$ cat config.mk
export PLATFORM = sky130hd
export DESIGN_NAME = ex_hilo_muldiv
export DESIGN_NICKNAME = d
export VERILOG_FILES = /design/src/rtl/cpu_pkg.sv /design/src/rtl/div_iter.sv /design/src/rtl/ex_hilo_muldiv.sv
export SDC_FILE = /design/constraint.sdc
export NUM_CORES = 2
export LEC_CHECK = 0
export CAP_MARGIN = 20
export CORE_MARGIN = 1
export CORE_UTILIZATION = 50
export DETAILED_ROUTE_END_ITERATION = 16
export GPL_ROUTABILITY_DRIVEN = 0
export PLACE_DENSITY_LB_ADDON = 0.2
export SLEW_MARGIN = 0
export SYNTH_ARGS = -nofsm -noshare
export SYNTH_HDL_FRONTEND = slang
export SYNTH_SLANG_ARGS = --single-unit
export TNS_END_PERCENT = 1
$ cat constraint.sdc
create_clock -name clk -period 11.95 [get_ports clk]
set_input_delay 2.39 -clock clk [delete_from_list [all_inputs] [get_ports clk]]
set_output_delay 2.39 -clock clk [all_outputs]
set_load 0.1 [all_outputs]
$ cat src/rtl/cpu_pkg.sv
// cpu_pkg: HI/LO multiply/divide op encodings and FSM state type shared across the EX stage.
package cpu_pkg;
    localparam logic [2:0] MD_NONE  = 3'd0;
    localparam logic [2:0] MD_MULT  = 3'd1;
    localparam logic [2:0] MD_MULTU = 3'd2;
    localparam logic [2:0] MD_DIV   = 3'd3;
    localparam logic [2:0] MD_DIVU  = 3'd4;
    typedef enum logic [1:0] {S_IDLE, S_MUL, S_DIV, S_DONE} md_state_e;
endpackage

$ cat src/rtl/div_iter.sv
// div_iter: one radix-2 restoring divide step on a {remainder, quotient} 64-bit partial remainder.
module div_iter (
    input  logic [63:0] rem_i,
    input  logic [31:0] dvsr_i,
    output logic [63:0] rem_o
);
    logic [33:0] diff;
    always_comb begin
        diff  = {1'b0, rem_i[63:31]} - {2'b0, dvsr_i};
        rem_o = diff[33] ? {rem_i[62:0], 1'b0} : {diff[31:0], rem_i[30:0], 1'b1};
    end
endmodule

$ cat src/rtl/ex_hilo_muldiv.sv
// ex_hilo_muldiv: EX-stage HI/LO unit (MULT/MULTU, MTHI/MTLO; DIV/DIVU when MULDIV_DIV_EN is defined).
module ex_hilo_muldiv
    import cpu_pkg::*;
(
    input  logic        clk,
    input  logic        reset,
    input  logic        ex_valid,
    input  logic [2:0]  ex_op,
    input  logic [31:0] ex_A,
    input  logic [31:0] ex_B,
    input  logic [1:0]  ex_whilo,
    input  logic        flush,
    output logic        stall,
    output logic [31:0] hi,
    output logic [31:0] lo,
    output logic        done
);
    md_state_e   state_q, state_d;
    logic [2:0]  op_q, op_d;
    logic [31:0] a_q, a_d, b_q, b_d, hi_q, hi_d, lo_q, lo_d;
    logic        is_mul, is_div, accept, mt, msgn;
    logic signed [65:0] ma, mb, prod;
    assign is_mul = (ex_op == MD_MULT) || (ex_op == MD_MULTU);
`ifdef MULDIV_DIV_EN
    logic [5:0]  cnt_q, cnt_d;
    logic [63:0] rem_q, rem_d, rem_nx;
    logic [31:0] dvsr, quo, rmd;
    logic        sdiv;
    assign is_div = (ex_op == MD_DIV) || (ex_op == MD_DIVU);
    assign sdiv   = op_q == MD_DIV;
    assign dvsr   = (sdiv && b_q[31]) ? -b_q : b_q;
    div_iter u_div_iter (.rem_i(rem_q), .dvsr_i(dvsr), .rem_o(rem_nx));
    // Magnitude result is sign-corrected; divide by zero bypasses the datapath.
    assign quo = (b_q == 32'd0) ? 32'hFFFF_FFFF
               : (sdiv && (a_q[31] ^ b_q[31])) ? -rem_nx[31:0] : rem_nx[31:0];
    assign rmd = (b_q == 32'd0) ? a_q : (sdiv && a_q[31]) ? -rem_nx[63:32] : rem_nx[63:32];
`else
    assign is_div = 1'b0;
`endif
    assign accept = (state_q == S_IDLE) && ex_valid && (is_mul || is_div) && !flush;
    assign mt     = (state_q == S_IDLE) && ex_valid && !is_mul && !is_div && !flush;
    assign msgn   = op_q == MD_MULT;
    assign ma     = {{34{msgn & a_q[31]}}, a_q};
    assign mb     = {{34{msgn & b_q[31]}}, b_q};
    assign prod   = ma * mb;
    assign stall  = !reset && (accept || state_q == S_MUL || state_q == S_DIV);
    assign done   = !reset && state_q == S_DONE;
    assign hi     = hi_q;
    assign lo     = lo_q;
    always_comb begin
        state_d = state_q;
        op_d    = op_q;
        a_d     = a_q;
        b_d     = b_q;
        hi_d    = hi_q;
        lo_d    = lo_q;
`ifdef MULDIV_DIV_EN
        cnt_d   = cnt_q;
        rem_d   = rem_q;
`endif
        case (state_q)
            S_IDLE: begin
                if (accept) begin
                    op_d    = ex_op;
                    a_d     = ex_A;
                    b_d     = ex_B;
                    state_d = is_mul ? S_MUL : S_DIV;
`ifdef MULDIV_DIV_EN
                    cnt_d   = 6'd0;
                    rem_d   = {32'b0, ((ex_op == MD_DIV && ex_A[31]) ? -ex_A : ex_A)};
`endif
                end else if (mt) begin
                    hi_d = ex_whilo[1] ? ex_A : hi_q;
                    lo_d = ex_whilo[0] ? ex_A : lo_q;
                end
            end
            S_MUL: begin
                {hi_d, lo_d} = prod[63:0];
                state_d      = S_DONE;
            end
            S_DIV: begin
`ifdef MULDIV_DIV_EN
                rem_d = rem_nx;
                cnt_d = cnt_q + 6'd1;
                if (cnt_q == 6'd31) begin
                    hi_d    = rmd;
                    lo_d    = quo;
                    state_d = S_DONE;
                end
`else
                state_d = S_IDLE;
`endif
            end
            default: state_d = S_IDLE;
        endcase
        if (flush) begin
            state_d = S_IDLE;
            hi_d    = hi_q;
            lo_d    = lo_q;
        end
    end
    always_ff @(posedge clk) begin
        if (reset) begin
            state_q <= S_IDLE;
            op_q    <= MD_NONE;
            a_q     <= 32'd0;
            b_q     <= 32'd0;
            hi_q    <= 32'd0;
            lo_q    <= 32'd0;
        end else begin
            state_q <= state_d;
            op_q    <= op_d;
            a_q     <= a_d;
            b_q     <= b_d;
            hi_q    <= hi_d;
            lo_q    <= lo_d;
        end
    end
`ifdef MULDIV_DIV_EN
    always_ff @(posedge clk) begin
        if (reset) begin
            cnt_q <= 6'd0;
            rem_q <= 64'd0;
        end else begin
            cnt_q <= cnt_d;
            rem_q <= rem_d;
        end
    end
`endif
endmodule

* Word-level counts from Yosys, hierarchy flattened *
Index checks and enable logic that the tools add are counted.

storage, ports and cells
  register bits after elaboration = 133
  output and inout port bits = 66
  word-level logic and storage cells = 51

operators by class
  multiplexer cells = 11
  equal/unequal tests = 11
  bitwise gates (word level) = 3
  $mul = 1
  reduce and logical (&&, ||, !) cells = 19

operator list
  operator                                       number
  two-way mux 32 bit                             6
  one-hot mux 32 bit (2 select lines)            2
  multiplier 33 x 33 -> 64 bit                   1
  != test 2 bit, second input constant           5
  AND reduction 5 bit                            2
  logical AND 1 bit                              7
  == test 3 x 1 -> 1 bit, second input constant  2
  == test 2 bit, second input constant           2
  two-way mux 2 bit                              2
  one-hot mux 2 bit (2 select lines)             1
  == test 3 x 2 -> 1 bit, second input constant  1
  zero test 1 bit                                3
  logical OR 1 bit                               3
  AND 1 bit                                      2
  == test 2 x 1 -> 1 bit, second input constant  1
  zero test 2 bit                                1
  AND reduction 2 bit                            1
  nonzero test 2 bit                             1
  OR reduction 2 bit                             1
  NOT 1 bit                                      1

* Logic depth before layout (Yosys ltp) *
  depth after elaboration = 8
  mapped depth = 31

* Worst setup path before layout *
Ideal clock, no wire load.

  kind = register -> register
  start point = register op_q[1]
  end point = register hi_q[27], in the netlist hi[27]
  cell stages (with the launch flop) = 31
  setup time = 0.088 ns
  path slack = 3.650 ns
  period minus slack after synthesis = 8.300 ns
  buffers on the path = 1
  arrival time = 8.212 ns
  path through = dfxtp_1 > nor3b_1 > and2_1 > clkbuf_1 > nand2_1 > inv_1 > fa_1 > inv_1 > fa_1 > inv_1 > fa_1 > fa_1 > inv_1 > fa_1 > inv_1 > fa_1 > inv_1 > fa_1 > fa_1 > inv_1 > ha_1 > and3_1 > nand2_1 > or4_4 > o211ai_2 > o21ai_1 > o31ai_1 > a221o_1 > xor2_1 > nand2_1 > a311oi_2

between the ends
  cells in the longest elaborated chain, start to end = 4
  elaborated cells on any way between the ends = 5
  those cells by class = 1 x mul; 1 x eq/ne; 1 x mux; 2 x bitwise

RTL lines
  what                                     line                                        text
  start, declared                          ex_hilo_muldiv.sv:19                        logic [2:0] op_q, op_d;
  start signal, assigned                   ex_hilo_muldiv.sv:112                       op_q <= op_d;
  == test 3 x 1 -> 1 bit (*)               ex_hilo_muldiv.sv:42                        assign msgn = op_q == MD_MULT;
  AND 1 bit (on tied branches)             ex_hilo_muldiv.sv:43, ex_hilo_muldiv.sv:44
  multiplier 33 x 33 -> 64 bit (*)         ex_hilo_muldiv.sv:45                        assign prod = ma * mb;
  one-hot mux 32 bit (2 select lines) (*)  ex_hilo_muldiv.sv:61                        case (state_q)
  end signal, assigned                     ex_hilo_muldiv.sv:115                       hi_q <= hi_d;
  end, declared                            ex_hilo_muldiv.sv:20                        logic [31:0] a_q, a_d, b_q, b_d, hi_q, hi_d, lo_q, lo_d;

Mark *: on every way between the ends. The rest lies on a longest branch, timed or not.
A chain may end at the register's enable or synchronous reset.

* Worst setup path in the final report *
Ends and elaborated chain as after synthesis.

==> out/results.md <==
- total routed wirelength: 121.6 mm
- maxcap violations: 0
- Starting DRT DRC Count: 2,175
- total DRC errors in the routed layout: 0
- vias per std cell: 5.419
- starting density of the core: 0.5057
- Die Area: 87,440 um^2
- mean area per synthesized cell: 8.833 um^2
- worst slack at placement: 2564 ps
- Syn Inst Count: 4,883
- portion of the clock cycle consumed by the worst path in the final layout: 0.7967
- yosys warns: 0
- sink count of the clock tree: 133
- net count reported at finish: 6,232
- number of antenna violations at the first check in global routing: 5
- type of the worst min-delay path: reg -> reg
- first-pass detailed-route iteration total: 6
- chip height: 295.7 um
- Setup-failing EPs final: 0
- non-filler instance count after layout: 5,981
- total power per unit cell area: 30.31 nW/um^2
- core region area: 85,280 um^2
- Clk Latency, worst-skew pair: 440 ps
- dominant cell type by count on the critical path: sky130_fd_sc_hd__fa_1
- maximum clock rate: 105.0 MHz
- most common library cell in the layout ignoring fill and taps: sky130_fd_sc_hd__inv_1
- Final Hold Viols: 0
- fraction of layout cells with a size suffix above 1: 0.03040
- Post-synth EDFFs: 0
- die boundary width: 295.7 um
- leading register cell type out of synthesis: sky130_fd_sc_hd__dfxtp_1
- cell chosen for the clock root: sky130_fd_sc_hd__clkbuf_16
- Bufs on Longest Clock Path: 2
- clock tree from TritonCTS: done
- number of nets in the synthesized netlist: 6,293
- aggregate negative setup slack: 0 ps
- share of the synthesized area in the top cell type: 0.5222
- antenna viol nets, final: 0
- maximum net fanout on the critical path: 21
- summed instance area of the synthesized netlist: 43,130 um^2
- average wire per cell in the routed design: 20.32 um
- total half-perimeter wirelength after legalization and detailed placement: 97.95 mm
- layer with the highest usage: met2
- required time at the worst-slack endpoint: 12,290 ps
- portion of the post-synthesis area used by sequential elements: 0.06173
- met2 Resource Use GR: 0.5266
- Max transition margin: 0.2159
- nature of the critical path startpoint: flop
- worst setup path category: reg -> reg
- element type at the critical path end: flop
- fill cell instance count of the final layout: 7,973
- number of placed cells counting well taps: 5,946
- Tot Pwr: 1.396 mW
- total number of H-tree levels: 4
- leakage dissipation: 20.57 nW
- share of async-settable or async-resettable flops after synthesis: 0
- number of port buffers: 138
- Post-CTS Setup Inserts: 0
- maximum number of pins on one net before global-route repair: 106
- peak ir drop on the vdd network: 64.52 uV
- RSZ-0062 raised after global routing: no
- Multi-input gate area: 35,050 um^2
- post-route worst setup slack: 2429 ps
- dominant cell type by area after synthesis: sky130_fd_sc_hd__fa_1
- aggregate global-route resource usage: 0.2931
- flops & latches, synth: 133
- standard cell with the maximum stage delay on the critical path: sky130_fd_sc_hd__fa_1
- Sequential Area: 2670 um^2
- number of distinct library cells after synthesis: 72
- Layout area overhead: 6.745%
- fin area: 46,040 um^2
- highest-count cells in the layout ignoring fill and taps: sky130_fd_sc_hd__inv_1 (1,149), sky130_fd_sc_hd__fa_1 (1,125), sky130_fd_sc_hd__nand2_1 (1,000)
- global routing usage on met3: 0.02713
- cts bufs inserted: 17
- met1 Track Usage GR: 0.3678
- first-pass GRT wire length: 194.9 mm
- result of the run: completed
- Rows: 107
- vias after detailed routing: 32,410
- number of global-route vias before repair: 34,960
- CP arrival: 9860 ps
- clock period minus worst slack: 9521 ps
- register clock-pin slew on the reported worst setup and hold paths: 70 ps
- Ports: 139
- Slowest Stage Delay on Critical Path: 880 ps
- hold_buf cts: 0
- placed cell areas: 45,410 um^2
- post-cts repair resize count: 0
- Post-Route Skew: 17.69 ps
- pin slew with the least headroom to its limit: 1175 ps
- gr ovfl total: 0
- top area cells in the synthesized netlist: sky130_fd_sc_hd__fa_1 (52%), sky130_fd_sc_hd__inv_1 (10%), sky130_fd_sc_hd__nand2_1 (8.7%)
- count of final max-slew check failures: 0
==> Yosys cell counts (all sizes together) (4+ instances only) <==
cell type,instances
o21bai,13
ha,212
dfxtp,133
a21oi,134
or3,4
fa,1125
o31ai,6
o21a,8
clkbuf,284
nand4,20
nand3,21
nor3,16
mux2i,4
o21ai,44
a31oi,12
buf,10
nand2,1000
nand2b,9
nor2b,4
and3,29
a21boi,4
and2,293
nor2,125
a2111oi,4
xnor2,52
a211oi,12
a21o,30
or2,9
xor2,20
a311oi,48
o211ai,13
inv,1149
==> where the power goes <==
part           internal, mW  switching [mW]
combinational        0.0950           0.262
sequential            0.462          0.0199
clock                 0.314           0.242
==> layout make-up <==
class / count / area share
flip-flops and latches: 133 / 0.05800
multi-input cells: 3307 / 0.7614
diodes: 2 / 0.0001087
inverters: 1149 / 0.09368
clock inverters: 14 / 0.003615
repair buffers: 214 / 0.04278
clock buffers: 18 / 0.009322
well taps: 1144 / 0.03109
==> kinds of logic (layout without fill, tap and decap cells) <==
kind of cell	Yosys count	after routing	synth area share
and+or+nand+nor	1545	1545	0.1591
buffers and inverters	1443	1395	0.1263
adders and majority gates	1337	1337	0.5837
AOI/OAI and AO/OA	349	349	0.05367
DFF	133	133	0.06173
xor gates and xnor gates	72	72	0.01462
muxes	4	4	0.0009284
other	0	2	0
==> critical path: cells and delay by family (launching register included) <==
family	cells	cell delay [ps]
AO/OA/AOI/OAI	3	1020
flip-flops	1	330
adder cells (fa/ha/maj)	9	4680
XOR/XNOR	1	160
buffers and inverters	8	1310
AND/OR/NAND/NOR	7	1910
==> routing by layer <==
| metal | share of wire | vias to the layer above | wire [um] |
|---|---|---|---|
| li1 | - | 14040 | - |
| met1 | 0.39 | 17140 | 47210 |
| met2 | 0.52 | 1001 | 63260 |
| met3 | 0.051 | 230 | 6252 |
| met4 | 0.040 | 0 | 4830 |
| met5 | 0 | - | 0 |
==> flip-flops by register name (all words and copies together) (netlist names) <==
| signal | cells |
|---|---|
| lo | 32 |
| state_q | 2 |
| hi | 32 |
| a_q | 32 |
| op_q | 3 |
| b_q | 32 |
==> path summary, 6_finish.rpt <==
check,from,endpoint,slack [ps],cells after the start
max,op_q[1],hi[27],2430,28
min,a_q[27],a_q[27],450,2
max reg2reg,op_q[1],hi[27],2430,28
min reg2reg,a_q[27],a_q[27],450,2
==> per-stage QoR <==
| stage | hold slack, ps | utilization |
|---|---|---|
| floorplan | 436.8 | - |
| CTS | 456.1 | 0.5395 |
| global placement | 441.1 | 0.5325 |
| global route | 468.5 | 0.5399 |
| finish | 453.7 | 0.5399 |
| detailed placement | 446.2 | 0.5325 |
Power figures use the tool's default switching activity.
